===== src/rtl/mdl_z14seq_if.sv =====
// Z14 acquisition sequencer bus.
// Page controller / evaluator side is master, sequencer is slave.
interface mdl_z14seq_if;
   logic       i_CLK2M_PCEN_n;
   logic       i_BITSTB;
   logic       i_ACQ_REQ;
   logic       i_ABORT;
   logic [9:0] i_PAGE_LEN;
   logic       i_Z14_LOCKED_n;
   logic       i_Z14_n;
   logic       o_ACQ_START;
   logic       o_Z14_ERR_n;
   logic       o_TIMER25K_TIMEOVER_n;
   logic       o_DLCNT_START_n;
   logic       o_SUPBD_ACT_n;
   logic       o_SUPBDLCNTR_CNT;
   logic       o_SUPBD_END_n;
   logic [9:0] o_BITCNT;
   logic       o_BUSY;
   logic       o_DONE;
   logic       o_CRC_OK;
   logic       o_TIMEOUT;

   modport master (
      output i_CLK2M_PCEN_n, i_BITSTB, i_ACQ_REQ, i_ABORT,
      output i_PAGE_LEN, i_Z14_LOCKED_n, i_Z14_n,
      input  o_ACQ_START, o_Z14_ERR_n, o_TIMER25K_TIMEOVER_n,
      input  o_DLCNT_START_n, o_SUPBD_ACT_n, o_SUPBDLCNTR_CNT,
      input  o_SUPBD_END_n, o_BITCNT, o_BUSY, o_DONE,
      input  o_CRC_OK, o_TIMEOUT
   );

   modport slave (
      input  i_CLK2M_PCEN_n, i_BITSTB, i_ACQ_REQ, i_ABORT,
      input  i_PAGE_LEN, i_Z14_LOCKED_n, i_Z14_n,
      output o_ACQ_START, o_Z14_ERR_n, o_TIMER25K_TIMEOVER_n,
      output o_DLCNT_START_n, o_SUPBD_ACT_n, o_SUPBDLCNTR_CNT,
      output o_SUPBD_END_n, o_BITCNT, o_BUSY, o_DONE,
      output o_CRC_OK, o_TIMEOUT
   );
endinterface


===== src/rtl/mdl_z14seq.sv =====
// Z14 (CRC14) acquisition sequencer: strobes, lock-hunt timer,
// bit counting and CRC pass/fail capture per block.
module mdl_z14seq #(
   parameter int unsigned TIMEOUT_CYC = 25000
) (
   input logic         i_MCLK,
   input logic         i_SYS_RST_n,
   mdl_z14seq_if.slave bus
);

   typedef enum logic [2:0] {
      S_IDLE, S_ARM, S_HUNT, S_START, S_DATA, S_END, S_CHECK
   } state_t;

   localparam logic [14:0] TLAST = 15'(TIMEOUT_CYC - 1);

   state_t      state;
   logic [14:0] timer;
   logic [9:0]  len;
   logic [9:0]  bitcnt;
   logic        acq_start;
   logic        z14_err_n;
   logic        tover_n;
   logic        dl_start_n;
   logic        act_n;
   logic        end_n;
   logic        busy;
   logic        done;
   logic        crc_ok;
   logic        timeout;
   logic [9:0]  len_m1;
   logic        cen;

   assign cen    = ~bus.i_CLK2M_PCEN_n;
   assign len_m1 = len - 10'd1;

   // Strobes are registered on entry so each lasts exactly its state.
   always_ff @(posedge i_MCLK or negedge i_SYS_RST_n) begin
      if (!i_SYS_RST_n) begin
         state      <= S_IDLE;
         timer      <= '0;
         len        <= '0;
         bitcnt     <= '0;
         acq_start  <= 1'b0;
         z14_err_n  <= 1'b1;
         tover_n    <= 1'b1;
         dl_start_n <= 1'b1;
         act_n      <= 1'b1;
         end_n      <= 1'b1;
         busy       <= 1'b0;
         done       <= 1'b0;
         crc_ok     <= 1'b0;
         timeout    <= 1'b0;
      end else if (cen) begin
         acq_start  <= 1'b0;
         z14_err_n  <= 1'b1;
         tover_n    <= 1'b1;
         dl_start_n <= 1'b1;
         end_n      <= 1'b1;
         done       <= 1'b0;
         if (state != S_IDLE && bus.i_ABORT) begin
            state     <= S_IDLE;
            z14_err_n <= 1'b0;
            done      <= 1'b1;
            act_n     <= 1'b1;
            busy      <= 1'b0;
         end else begin
            unique case (state)
               S_IDLE: begin
                  if (bus.i_ACQ_REQ) begin
                     len       <= bus.i_PAGE_LEN;
                     crc_ok    <= 1'b0;
                     timeout   <= 1'b0;
                     timer     <= '0;
                     bitcnt    <= '0;
                     state     <= S_ARM;
                     acq_start <= 1'b1;
                     z14_err_n <= 1'b0;
                     busy      <= 1'b1;
                  end
               end
               S_ARM: state <= S_HUNT;
               S_HUNT: begin
                  timer <= timer + 15'd1;
                  if (!bus.i_Z14_LOCKED_n) begin
                     state      <= S_START;
                     dl_start_n <= 1'b0;
                  end else if (timer == TLAST) begin
                     state     <= S_IDLE;
                     tover_n   <= 1'b0;
                     z14_err_n <= 1'b0;
                     timeout   <= 1'b1;
                     done      <= 1'b1;
                     busy      <= 1'b0;
                  end
               end
               S_START: begin
                  state <= S_DATA;
                  act_n <= 1'b0;
               end
               S_DATA: begin
                  if (bus.i_BITSTB) begin
                     bitcnt <= bitcnt + 10'd1;
                     if (bitcnt == len_m1) begin
                        state <= S_END;
                        end_n <= 1'b0;
                        act_n <= 1'b1;
                     end
                  end
               end
               S_END: state <= S_CHECK;
               S_CHECK: begin
                  crc_ok <= ~bus.i_Z14_n;
                  done   <= 1'b1;
                  busy   <= 1'b0;
                  state  <= S_IDLE;
               end
               default: state <= S_IDLE;
            endcase
         end
      end
   end

   assign bus.o_ACQ_START           = acq_start;
   assign bus.o_Z14_ERR_n           = z14_err_n;
   assign bus.o_TIMER25K_TIMEOVER_n = tover_n;
   assign bus.o_DLCNT_START_n       = dl_start_n;
   assign bus.o_SUPBD_ACT_n         = act_n;
   assign bus.o_SUPBDLCNTR_CNT      = bus.i_BITSTB & (state == S_DATA);
   assign bus.o_SUPBD_END_n         = end_n;
   assign bus.o_BITCNT              = bitcnt;
   assign bus.o_BUSY                = busy;
   assign bus.o_DONE                = done;
   assign bus.o_CRC_OK              = crc_ok;
   assign bus.o_TIMEOUT             = timeout;

endmodule


===== src/flat_wrapper.sv =====
// flat-port wrapper written by rule: the top's interface ports become plain ports
module mdl_z14seq_flat 
#(
   parameter int unsigned TIMEOUT_CYC = 25000
)
  (i_MCLK, i_SYS_RST_n, bus_i_CLK2M_PCEN_n, bus_i_BITSTB, bus_i_ACQ_REQ, bus_i_ABORT, bus_i_PAGE_LEN, bus_i_Z14_LOCKED_n, bus_i_Z14_n, bus_o_ACQ_START, bus_o_Z14_ERR_n, bus_o_TIMER25K_TIMEOVER_n, bus_o_DLCNT_START_n, bus_o_SUPBD_ACT_n, bus_o_SUPBDLCNTR_CNT, bus_o_SUPBD_END_n, bus_o_BITCNT, bus_o_BUSY, bus_o_DONE, bus_o_CRC_OK, bus_o_TIMEOUT);
  mdl_z14seq_if bus_i ();
  input logic i_MCLK;
  input logic i_SYS_RST_n;
  input wire logic [$bits(bus_i.i_CLK2M_PCEN_n)-1:0] bus_i_CLK2M_PCEN_n;
  input wire logic [$bits(bus_i.i_BITSTB)-1:0] bus_i_BITSTB;
  input wire logic [$bits(bus_i.i_ACQ_REQ)-1:0] bus_i_ACQ_REQ;
  input wire logic [$bits(bus_i.i_ABORT)-1:0] bus_i_ABORT;
  input wire logic [$bits(bus_i.i_PAGE_LEN)-1:0] bus_i_PAGE_LEN;
  input wire logic [$bits(bus_i.i_Z14_LOCKED_n)-1:0] bus_i_Z14_LOCKED_n;
  input wire logic [$bits(bus_i.i_Z14_n)-1:0] bus_i_Z14_n;
  output wire logic [$bits(bus_i.o_ACQ_START)-1:0] bus_o_ACQ_START;
  output wire logic [$bits(bus_i.o_Z14_ERR_n)-1:0] bus_o_Z14_ERR_n;
  output wire logic [$bits(bus_i.o_TIMER25K_TIMEOVER_n)-1:0] bus_o_TIMER25K_TIMEOVER_n;
  output wire logic [$bits(bus_i.o_DLCNT_START_n)-1:0] bus_o_DLCNT_START_n;
  output wire logic [$bits(bus_i.o_SUPBD_ACT_n)-1:0] bus_o_SUPBD_ACT_n;
  output wire logic [$bits(bus_i.o_SUPBDLCNTR_CNT)-1:0] bus_o_SUPBDLCNTR_CNT;
  output wire logic [$bits(bus_i.o_SUPBD_END_n)-1:0] bus_o_SUPBD_END_n;
  output wire logic [$bits(bus_i.o_BITCNT)-1:0] bus_o_BITCNT;
  output wire logic [$bits(bus_i.o_BUSY)-1:0] bus_o_BUSY;
  output wire logic [$bits(bus_i.o_DONE)-1:0] bus_o_DONE;
  output wire logic [$bits(bus_i.o_CRC_OK)-1:0] bus_o_CRC_OK;
  output wire logic [$bits(bus_i.o_TIMEOUT)-1:0] bus_o_TIMEOUT;
  assign bus_i.i_CLK2M_PCEN_n = bus_i_CLK2M_PCEN_n;
  assign bus_i.i_BITSTB = bus_i_BITSTB;
  assign bus_i.i_ACQ_REQ = bus_i_ACQ_REQ;
  assign bus_i.i_ABORT = bus_i_ABORT;
  assign bus_i.i_PAGE_LEN = bus_i_PAGE_LEN;
  assign bus_i.i_Z14_LOCKED_n = bus_i_Z14_LOCKED_n;
  assign bus_i.i_Z14_n = bus_i_Z14_n;
  assign bus_o_ACQ_START = bus_i.o_ACQ_START;
  assign bus_o_Z14_ERR_n = bus_i.o_Z14_ERR_n;
  assign bus_o_TIMER25K_TIMEOVER_n = bus_i.o_TIMER25K_TIMEOVER_n;
  assign bus_o_DLCNT_START_n = bus_i.o_DLCNT_START_n;
  assign bus_o_SUPBD_ACT_n = bus_i.o_SUPBD_ACT_n;
  assign bus_o_SUPBDLCNTR_CNT = bus_i.o_SUPBDLCNTR_CNT;
  assign bus_o_SUPBD_END_n = bus_i.o_SUPBD_END_n;
  assign bus_o_BITCNT = bus_i.o_BITCNT;
  assign bus_o_BUSY = bus_i.o_BUSY;
  assign bus_o_DONE = bus_i.o_DONE;
  assign bus_o_CRC_OK = bus_i.o_CRC_OK;
  assign bus_o_TIMEOUT = bus_i.o_TIMEOUT;
  mdl_z14seq #(.TIMEOUT_CYC(TIMEOUT_CYC)) u_core (.i_MCLK(i_MCLK), .i_SYS_RST_n(i_SYS_RST_n), .bus(bus_i));
endmodule

===== config.mk =====
export PLATFORM = sky130hd
export DESIGN_NAME = mdl_z14seq_flat
export DESIGN_NICKNAME = d
export VERILOG_FILES = /design/src/rtl/mdl_z14seq_if.sv /design/src/rtl/mdl_z14seq.sv /design/src/flat_wrapper.sv
export SDC_FILE = /design/constraint.sdc
export NUM_CORES = 1
export LEC_CHECK = 0
export BUFFER_PORTS_ARGS = -buffer_cell sky130_fd_sc_hd__buf_2
export CAP_MARGIN = 40
export CORE_ASPECT_RATIO = 1.25
export CORE_MARGIN = 10
export CORE_UTILIZATION = 52
export CTS_CLUSTER_DIAMETER = 80
export DETAILED_ROUTE_END_ITERATION = 8
export MAX_ROUTING_LAYER = met4
export PLACE_DENSITY = 0.76
export SYNTH_ARGS = -nofsm -noshare
export SYNTH_HDL_FRONTEND = slang
export SYNTH_SLANG_ARGS = --single-unit

===== constraint.sdc =====
create_clock -name i_MCLK -period 2.35 [get_ports i_MCLK]
set_input_delay 0.47 -clock i_MCLK [delete_from_list [all_inputs] [get_ports i_MCLK]]
set_output_delay 0.47 -clock i_MCLK [all_outputs]
set_load 0.02 [all_outputs]

# Yosys cells after proc, flatten, opt, wreduce, memory -nomap -nowiden
# Index checks and enable logic that the tools add are counted.
[totals]
regBits = 48
in_bits = 18
output_inout_bits = 21
wordCells = 102
[classes]
add_sub_neg = 3
eq_ne = 18
muxes = 47
n_bitwise = 4
reduce_logical = 16
[op_table]
columns = ["op", "n"]
rows = [
  ["one-hot mux 15 bit (2 select lines)", 1],
  ["two-way mux 1 bit", 29],
  ["two-way mux 10 bit", 2],
  ["one-hot mux 10 bit (2 select lines)", 1],
  ["two-way mux 3 bit", 6],
  ["one-hot mux 3 bit (6 select lines)", 1],
  ["AND reduction 4 bit", 4],
  ["adder 15 x 1 -> 15 bit (second input constant)", 1],
  ["== test 15 bit (second input constant)", 1],
  ["two-way mux 15 bit", 1],
  ["AND reduction 5 bit", 3],
  ["adder 10 x 1 -> 10 bit (second input constant)", 1],
  ["== test 10 bit", 1],
  ["one-hot mux 1 bit (2 select lines)", 5],
  ["subtractor 10 x 1 -> 10 bit (second input constant)", 1],
  ["== test 3 bit (second input constant)", 3],
  ["!= test 3 x 2 -> 1 bit (second input constant)", 3],
  ["== test 3 x 2 -> 1 bit (second input constant)", 2],
  ["!= test 2 bit (second input constant)", 3],
  ["!= test 3 x 1 -> 1 bit (second input constant)", 2],
  ["AND reduction 6 bit", 1],
  ["nonzero test 2 bit", 3],
  ["nonzero test 3 bit", 2],
  ["!= test 4 x 2 -> 1 bit (second input constant)", 1],
  ["other kinds (8)", 10],
]

# Depth between registers and ports, before layout
# Gate-level depths: netlist (run 1).
[depth]
ltp_word = 6
depth_mapped = 7
ltp_nobuf = 7

# Least setup slack after synthesis (run 1)
# Ideal clock, no wire load.
[synth_timing]
path_kind = "register to register"
start = "reg u_core.len[0]"
end = "reg u_core.end_n, in the netlist u_core.bus.o_SUPBD_END_n"
setup_ps = 83
arrival_time_ps = 2203
required_ps = 2267
setup_slack_ps = 64
path_stages_with_launch = 8
n_path_buf = 0
synth_period_minus_slack_ps = 2286
path_cell_list = "dfrtp_1 -> inv_1 -> ha_1 -> or4b_4 -> nor2_2 -> xnor2_1 -> or4_4 -> o32a_1"
[synth_via]
elab_chain_cells = 6
[synth_rtl]
columns = ["element", "line_no", "text"]
rows = [
  ["start: declaration", "mdl_z14seq.sv:19", "logic [9:0] len;"],
  ["start signal: assignment", "mdl_z14seq.sv:71", "len <= bus.i_PAGE_LEN;"],
  ["subtractor 10 x 1 -> 10 bit", "mdl_z14seq.sv:35", "assign len_m1 = len - 10'd1;"],
  ["== test 10 bit", "mdl_z14seq.sv:104", "if (bitcnt == len_m1) begin"],
  ["two-way mux 1 bit", "mdl_z14seq.sv:104", ""],
  ["two-way mux 1 bit", "mdl_z14seq.sv:102", "if (bus.i_BITSTB) begin"],
  ["two-way mux 1 bit", "mdl_z14seq.sv:68", "unique case (state)"],
  ["two-way mux 1 bit", "mdl_z14seq.sv:61", "if (state != S_IDLE && bus.i_ABORT) begin"],
  ["end signal: assignment", "mdl_z14seq.sv:49", "end_n <= 1'b1;"],
  ["end signal: assignment", "mdl_z14seq.sv:59", "end_n <= 1'b1;"],
  ["end signal: assignment", "mdl_z14seq.sv:106", "end_n <= 1'b0;"],
  ["end: declaration", "mdl_z14seq.sv:26", "logic end_n;"],
]
# No other way between the ends.
# A chain may end at the register's enable or synchronous reset.

# Final worst setup path (run 1)
[layout_timing]
start = "reg u_core.len[1]"
end = "reg u_core.end_n, in the netlist u_core.bus.o_SUPBD_END_n"
# Same word-level chain as after synthesis.

==> metrics.md, run 1 <==
| Metric | Value |
|---|---|
| Final hold violation count | `0` |
| Initial drt markers | `156` |
| Yosys reg bits | `48` |
| Per-cell routed wire length | `15.7 µm` |
| Minimum clock period | `2220 ps` |
| Worst R2R Start | `u_core.len[1]` |
| CP Buf/Inv Count | `1` |
| CP max-delay cell | `or4_4` |
| Critical path peak fanout | `4` |
| Vias in the first global route | `2,371` |
| Initial Util | `53.7%` |
| Die Wd | `85 µm` |
| Post-synthesis compound-gate area fraction | `13.9%` |
| Status | `complete, no violations` |
| Crit path DAT | `2450 ps` |
| Latest clock arrival within the worst-skew pair | `300 ps` |
| Layout Nets | `371` |
| H-tree levels | `2` |
| Most used DFF post-synth | `dfrtp_1` |
| I/O pins | `39` |
| Synth Warn # | `0` |
| Critical path required time | `2580 ps` |
| FF-to-FF setup slack | `130 ps` |
| Clock Tree Root | `clkbuf_8` |
| Ys async rst share | `100%` |
| Startpoint types | `register` |
| Total power | `3.04 mW` |
| Period utilization | `94.6%` |
| CTS tree | `built` |
| Initial antenna violation count | `0` |
| Max IR drop VDD | `0.578 mV` |
| Post-synthesis simple-gate area fraction | `23.1%` |
| Row cnt | `29` |
| Final setup viols | `0` |
| Largest net degree at the start of global routing | `34` |
| Post-synthesis instance total | `296` |
| TritonRoute pass-1 iters | `4` |
| Max incr delay on CP | `520 ps` |
| Mux cell area share after synthesis | `4.01%` |
| Worst Max-Slew Pin Slew | `439 ps` |
| Global-route wire length before repair | `10.9 mm` |
| Top delay family on crit path | `simple AND/OR/NAND/NOR gates` |
| Worst-path clk slew | `90 ps` |
| Synthesized cell area | `2750 µm²` |
| CP endpoint kind | `register` |
| Routability cong. | `0.941` |
| R2R depth | `7` |
| DPL Wire Length | `4.89 mm` |
| Unrepaired setup endpoints after global routing | `no` |
| XOR/XNOR Fraction of Synth Area | `9.89%` |
| Die height | `101 µm` |
| Critical Path, Cell by Cell | `inv_2 > ha_4 > or4b_4 > nor2_4 > xnor2_1 > or4_4 > o32a_1` |
| Via density per instance | `5.71` |
| Max Fclk | `0.450 GHz` |
| GRT Overall Usage | `15.6%` |
| # clock sinks | `48` |
| Pleak | `1.44 nW` |
| Pwr Density | `932 nW/µm²` |
| Fraction of the mapped netlist area in adder cells | `1.37%` |
| Share of post-route cells with drive strength above 1 | `25.6%` |
| Syn Nets | `317` |
| Vias | `2,359` |
| CP Class | `register to register` |
| Max Root-Sink Buffers | `2` |
| Register area share after synthesis | `44.0%` |
| Max-Cap Viols | `0` |
| Slew margin rel. | `70.3%` |
| Slew Limit Fails | `0` |
| Avg Cell Area, Syn | `9.28 µm²` |
| Number of buffers added on ports | `38` |
| Reg2reg end | `u_core.bus.o_SUPBD_END_n` |
| Drt drc | `0` |
| Largest family of logic cells by synthesized area | `simple AND/OR/NAND/NOR gates` |
| Num CTS Buffers | `5` |
| Syn-to-layout area delta | `18.5%` |
| Number of synthesized flops with an enable pin | `0` |
| Grt ovf | `0` |
| Synth cell types | `58` |
| Full die area | `8610 µm²` |
| Final ANT Viol Nets | `0` |
| Setup Skew | `9.05 ps` |
| Min-Delay Path Class | `input port to async pin` |
| Post-Route Setup TNS | `0 ps` |
| Ant diodes | `0` |
| Filler cell count | `450` |
| WL final | `6.48 mm` |
| Core ar. | `5120 µm²` |
## timing repair
item / CTS / global route
hold buffers: 0 / 0
gates resized for setup: 0 / 5
buffers inserted: 0 / 0
endpoints found under the hold margin: 0 / 0
setup endpoints to repair: 0 / 2
## layout by cell type, fill, tap and decap left out, types with 3 or more instances in the layout
master    Yosys  layout
dfstp_2       5       5
nor3_1       17      17
o22ai_1       3       3
dfrtp_1      43      43
nor4_1        3       3
mux2_2        8       8
xor2_1       13      13
a21oi_1      12      12
a31oi_1       3       3
and3_1        6       6
nand3_1       8       8
xnor2_1      18      18
o21ai_0      18      18
clkbuf_8      0       6
nor2_1       34      34
inv_1        13      12
nand2_1      14      14
buf_4         0      20
nor2b_1       5       5
o31ai_1       3       3
buf_2         3      38
nand4_1      10      10
## sequential cells by signal, indices dropped and copies added (netlist names)
name	count
u_core.bus.o_TIMER25K_TIMEOVER_n	1
u_core.bus.o_CRC_OK	1
u_core.bus.o_ACQ_START	1
u_core.bus.o_DONE	1
u_core.bus.o_SUPBD_ACT_n	1
u_core.timer	15
u_core.bus.o_Z14_ERR_n	1
u_core.state	3
u_core.bus.o_TIMEOUT	1
u_core.len	10
u_core.bus.o_BUSY	1
u_core.bus.o_BITCNT	10
u_core.bus.o_SUPBD_END_n	1
u_core.bus.o_DLCNT_START_n	1
## layout make-up
class | instances | area, µm² | area share (%)
multi-input cells | 222 | 1460 | 45.0
flip-flops and latches | 48 | 1210 | 37.1
repair buffers | 59 | 360 | 11.1
clock buffers | 7 | 86.3 | 2.65
well taps | 62 | 77.6 | 2.38
inverters | 14 | 52.6 | 1.61
clock inverters | 1 | 7.51 | 0.231
## layer usage
metal	routed length [µm]	vias up	track usage (%)
met2	3280	61	26.3
met4	106	0	5.20
met5	0	-	-
met1	2800	1126	17.4
li1	-	1162	-
met3	298	10	4.42
## synthesized netlist by cell type (2+ instances only)
cell type | count | area, µm²
dfrtp_1 | 43 | 1080
nor2_1 | 34 | 128
o21ai_0 | 18 | 90.1
xnor2_1 | 18 | 158
nor3_1 | 17 | 85.1
nand2_1 | 14 | 52.6
inv_1 | 13 | 48.8
xor2_1 | 13 | 114
a21oi_1 | 12 | 60.1
nand4_1 | 10 | 62.6
clkbuf_1 | 8 | 30.0
mux2_2 | 8 | 90.1
nand3_1 | 8 | 40.0
and3_1 | 6 | 37.5
dfstp_2 | 5 | 131
nor2b_1 | 5 | 31.3
a31oi_1 | 3 | 18.8
buf_2 | 3 | 15.0
ha_1 | 3 | 37.5
nor4_1 | 3 | 18.8
o22ai_1 | 3 | 18.8
o31ai_1 | 3 | 22.5
a211oi_1 | 2 | 15.0
a2bb2oi_1 | 2 | 17.5
and2_1 | 2 | 12.5
mux2i_1 | 2 | 20.0
nand2b_1 | 2 | 12.5
o2111ai_1 | 2 | 17.5
o211ai_1 | 2 | 15.0
o21a_1 | 2 | 15.0
or2_2 | 2 | 12.5
or3_1 | 2 | 12.5
## power by group
group          leakage, nW  internal, mW  switching, mW
Combinational        0.772         0.600          0.684
Clock               0.0445         0.240          0.279
Sequential           0.622          1.01          0.218
Total                 1.44          1.85           1.18
## per-stage QoR
step | area, µm² | worst slack [ps] | hold slack (ps) | cells | util [%]
floorplan | 2750 | 64.0 | 174 | 296 | -
global placement | 3140 | 144 | 398 | 405 | 61.3
detailed placement | 3140 | 81.3 | 404 | 405 | 61.3
CTS | 3230 | 61.7 | 70.6 | 413 | 63.1
global route | 3260 | 11.3 | 74.9 | 413 | 63.6
finish | 3260 | 127 | 64.9 | 413 | 63.6
## worst max-delay path by stage
| stage | start | to | slack [ps] | cells past startpoint |
|---|---|---|---|---|
| 2_1_floorplan | u_core.len[0] | u_core.bus.o_SUPBD_END_n | 60 | 7 |
| 3_3_place_gp | u_core.len[0] | u_core.bus.o_SUPBD_END_n | 140 | 7 |
| 3_5_place_dp | u_core.len[1] | u_core.bus.o_SUPBD_END_n | 80 | 7 |
| 4_1_cts | u_core.len[1] | u_core.bus.o_SUPBD_END_n | 60 | 7 |
| 5_1_grt | u_core.timer[9] | u_core.state[1] | 10 | 6 |
| 6_report | u_core.len[1] | u_core.bus.o_SUPBD_END_n | 130 | 7 |
## cells by family (layout without fill, tap and decap cells)
group / after synthesis / count (layout)
flops: 48 / 48
xor+xnor: 31 / 31
buf+inv: 26 / 81
simple gates: 119 / 119
mux: 10 / 10
fa+ha+maj: 3 / 3
compound gates: 59 / 59
## worst reg2reg max path: stages, from the launching register on
cell,delay (ps)
dfrtp_1,400
inv_2,90
ha_4,150
or4b_4,480
nor2_4,100
xnor2_1,60
or4_4,520
o32a_1,360
(Power assumes the default switching activity.)
==> run 2, diff against run 1 <==
--- a/config.mk
+++ b/config.mk
@@ -5,6 +5,7 @@
 export SDC_FILE = /design/constraint.sdc
 export NUM_CORES = 1
 export LEC_CHECK = 0
+export ABC_AREA = 1
 export BUFFER_PORTS_ARGS = -buffer_cell sky130_fd_sc_hd__buf_2
 export CAP_MARGIN = 40
 export CORE_ASPECT_RATIO = 1.25
@@ -14,6 +15,7 @@
 export DETAILED_ROUTE_END_ITERATION = 8
 export MAX_ROUTING_LAYER = met4
 export PLACE_DENSITY = 0.76
+export SETUP_SLACK_MARGIN = 0.5
 export SYNTH_ARGS = -nofsm -noshare
 export SYNTH_HDL_FRONTEND = slang
 export SYNTH_SLANG_ARGS = --single-unit
==> run 2 against run 1 <==
Against the previous run:
- sequential cell count is the same
- worst hold slack better by 180 ps
- maximum frequency increased by 23%
- sequential share of layout area decreased by 1.8 points
- final area increased by 5.6%
- critical endpoint is now u_core.state[0]
- largest cell class unchanged
- largest power group unchanged
==> metrics.md, run 2 <==
| Metric | Value |
|---|---|
| Setup Skew | `5.90 ps (was 9.05 ps)` |
| Commonest cells post-synth | `nand2_1, nor2_1, inv_1, dfrtp_1 (was dfrtp_1, nor2_1, o21ai_0, xnor2_1, nor3_1)` |
| Yosys reg bits | `48 (unchanged)` |
| Synthesized cell area | `2950 µm² (was 2750 µm²)` |
| Pwr Density | `1010 nW/µm² (was 932 nW/µm²)` |
| Synth Warn # | `0 (unchanged)` |
| Max Fclk | `0.552 GHz (was 0.450 GHz)` |
| Full die area | `9110 µm² (was 8610 µm²)` |
| Most frequent cells in the layout | `nand2_1, inv_1, nor2_1 (was dfrtp_1, buf_2, nor2_1)` |
| Critical path required time | `2540 ps (was 2580 ps)` |
| CP Buf/Inv Count | `2 (was 1)` |
| Unrepaired setup endpoints after global routing | `yes (was no)` |
| Min-Delay Path Class | `input port to async pin (unchanged)` |
| Die height | `104 µm (was 101 µm)` |
| Max Root-Sink Buffers | `2 (unchanged)` |
| Post-synth top area share | `36.5% (was 39.2%)` |
| Startpoint types | `register (unchanged)` |
| Sequential share of power | `34.5% (was 40.6%)` |
| Num CTS Buffers | `5 (unchanged)` |
| Layout Nets | `471 (was 371)` |
| DPL Wire Length | `5.55 mm (was 4.89 mm)` |
| Worst Max-Slew Pin Slew | `604 ps (was 439 ps)` |
| CTS tree | `built (unchanged)` |
| Initial drt markers | `110 (was 156)` |
| Synth area leader | `dfrtp_1 (unchanged)` |
| Clock Tree Root | `clkbuf_8 (unchanged)` |
| Per-cell routed wire length | `14.2 µm (was 15.7 µm)` |
| Critical Path, Cell by Cell | `inv_2 > ha_4 > inv_1 > nand2_1 > nand2_1 > nor2_1 > nand2_1 > nor2_2 > nand2_1 > nor2_1 > nand2_1 > nand2_2 > nand2_1 > nand2_1 > nand2_1 (was inv_2 > ha_4 > or4b_4 > nor2_4 > xnor2_1 > or4_4 > o32a_1)` |
| Ys async rst share | `100% (unchanged)` |
| Via density per instance | `5.24 (was 5.71)` |
| Core ar. | `5480 µm² (was 5120 µm²)` |
| WL final | `7.30 mm (was 6.48 mm)` |
| CP endpoint kind | `register (unchanged)` |
| Grt ovf | `0 (unchanged)` |
| Drt drc | `0 (unchanged)` |
| Most common cell after layout, fill and taps aside | `nand2_1 (was dfrtp_1)` |
| Int Pwr | `1.87 mW (was 1.85 mW)` |
| Post-synthesis instance total | `398 (was 296)` |
| Latest clock arrival within the worst-skew pair | `300 ps (about the same)` |
| Total power | `3.49 mW (was 3.04 mW)` |
| Max-Cap Viols | `0 (unchanged)` |
| Die Wd | `87.4 µm (was 85 µm)` |
| Largest net degree at the start of global routing | `49 (was 34)` |
| CP max-delay cell | `dfrtp_1 (was or4_4)` |
| Final Util | `62.7% (was 63.6%)` |
| Slew Limit Fails | `0 (unchanged)` |
| # clock sinks | `48 (unchanged)` |
| Avg Cell Area, Syn | `7.41 µm² (was 9.28 µm²)` |
| Max IR drop VDD | `0.806 mV (was 0.578 mV)` |
| Minimum clock period | `1810 ps (was 2220 ps)` |
| Ant diodes | `0 (unchanged)` |
| Biggest register | `u_core.timer (unchanged)` |
| Worst-path clk slew | `90 ps (about the same)` |
| I/O pins | `39 (unchanged)` |
| H-tree levels | `2 (unchanged)` |
| Period utilization | `77.1% (was 94.6%)` |
| Number of buffers added on ports | `38 (unchanged)` |
| TritonRoute pass-1 iters | `4 (unchanged)` |
| Most used cell along the critical path | `nand2_1` |
| GRT Overall Usage | `16.5% (was 15.6%)` |
| Post-Route Setup TNS | `0 ps (unchanged)` |
| Most used DFF post-synth | `dfrtp_1 (unchanged)` |
| Initial Util | `53.8% (was 53.7%)` |
| Syn-to-layout area delta | `16.5% (was 18.5%)` |
| Syn Nets | `419 (was 317)` |
| Initial antenna violation count | `0 (unchanged)` |
| Clk pwr share | `15.0% (was 17.1%)` |
| Critical path peak fanout | `4 (unchanged)` |
| Max incr delay on CP | `370 ps (was 520 ps)` |
| Pleak | `1.72 nW (was 1.44 nW)` |
| Register area share after synthesis | `40.9% (was 44.0%)` |
| Vias | `2,700 (was 2,359)` |
| Routability cong. | `0.952 (was 0.941)` |
| Crit path DAT | `2000 ps (was 2450 ps)` |
| Final setup viols | `0 (unchanged)` |
| Worst path depth | `15 (was 7)` |
| CP Class | `register to register (unchanged)` |
| Comb power frac | `50.5% (was 42.3%)` |
| Psw | `1.62 mW (was 1.18 mW)` |
| Number of synthesized flops with an enable pin | `0 (unchanged)` |
| Share of post-route cells with drive strength above 1 | `24.8% (was 25.6%)` |
| Global-route wire length before repair | `12.2 mm (was 10.9 mm)` |
| Synth top area cells | `dfrtp_1, nand2_1, nor2_1 (was dfrtp_1, xnor2_1, dfstp_2)` |
| Final ANT Viol Nets | `0 (unchanged)` |
| Count leader, synth | `nand2_1 (was dfrtp_1)` |
| Row cnt | `30 (was 29)` |
| Slew margin rel. | `59.7% (was 70.3%)` |
| Sw frac | `46.4% (was 38.9%)` |
| Largest register FFs | `15 (unchanged)` |
| Synth cell types | `40 (was 58)` |
| Post-CTS Hold Fix Bufs | `0 (unchanged)` |
| Top delay family on crit path | `simple AND/OR/NAND/NOR gates (unchanged)` |
| R2R depth | `15 (was 7)` |
| Status | `complete, no violations (unchanged)` |
| Vias in the first global route | `2,695 (was 2,371)` |
| Final hold violation count | `0 (unchanged)` |
-- run 2: cell types whose count changed in the layout (fill, tap and decap cells not counted), sizes merged, moves of 16 or more --
cell,previous run,this run
nand2,14,114
inv,13,53
nand3,8,27
nor2,35,62
xnor2,18,2
-- run 2: power groups by stage --
stage / combinational [mW] / clock [mW] / sequential (mW)
2_1_floorplan: 1.24 / 0 / 1.20
3_3_place_gp: 1.56 / 0 / 1.20
3_5_place_dp: 1.59 / 0 / 1.20
4_1_cts: 1.61 / 0.540 / 1.19
5_1_grt: 1.99 / 0.573 / 1.22
6_report: 1.76 / 0.523 / 1.20
-- run 2: cell families (layout without fill, tap and decap cells) --
group	after synthesis	after routing	synth area share, %
simple gates	226	226	36.7
buf+inv	60	113	8.69
compound gates	54	54	10.3
flops	48	48	40.9
xor+xnor	7	7	2.08
fa+ha+maj	3	3	1.27
-- run 2: what timing repair did --
item	4_1_cts	5_1_grt
setup buffers	2	8
resized for setup	4	22
gates cloned	0	0
pin swaps	0	14
endpoints found under the setup margin	4	18
-- run 2: worst reg2reg max path, stage by stage (launching register included) --
cell	delay, ps
dfrtp_1	370
inv_2	70
ha_4	270
inv_1	30
nand2_1	50
nand2_1	50
nor2_1	90
nand2_1	70
nor2_2	110
nand2_1	50
nor2_1	110
nand2_1	100
nand2_2	100
nand2_1	90
nand2_1	90
nand2_1	50
-- run 2: per-stage QoR --
| step | setup slack [ps] | cell area, µm² | instances | hold WS, ps |
|---|---|---|---|---|
| 2_1_floorplan | 692 | 2950 | 398 | 174 |
| 3_3_place_gp | 532 | 3190 | 497 | 458 |
| 3_5_place_dp | 446 | 3190 | 497 | 458 |
| 4_1_cts | 501 | 3310 | 507 | 277 |
| 5_1_grt | 399 | 3440 | 515 | 294 |
| 6_report | 539 | 3440 | 515 | 249 |
-- run 2: metal layers --
metal / track usage, % / wire length [µm] / vias up
met2: 27.3 / 3800 / 65
met5: - / 0 / -
met4: 6.39 / 155 / 0
met3: 3.84 / 396 / 16
li1: - / - / 1382
met1: 18.4 / 2940 / 1237
-- run 2: cell type report --
cell class | count | area (µm²)
repair buffers | 51 | 298
multi-input cells | 290 | 1540
inverters | 54 | 206
flip-flops and latches | 48 | 1210
fillers | 491 | 2040
clock inverters | 2 | 15.0
clock buffers | 6 | 82.6
well taps | 64 | 80.1
-- run 2: path summary, 6_finish.rpt --
path	end	startpoint	slack (ps)
max in group asynchronous	u_core.state[0]	i_SYS_RST_n	1650
max reg2reg	u_core.state[0]	u_core.len[0]	540
min in group i_MCLK	u_core.bus.o_CRC_OK	bus_i_Z14_n	360
min reg2reg	u_core.bus.o_SUPBD_ACT_n	u_core.bus.o_SUPBD_ACT_n	490
min	u_core.bus.o_CRC_OK	i_SYS_RST_n	250
max	u_core.state[0]	u_core.len[0]	540
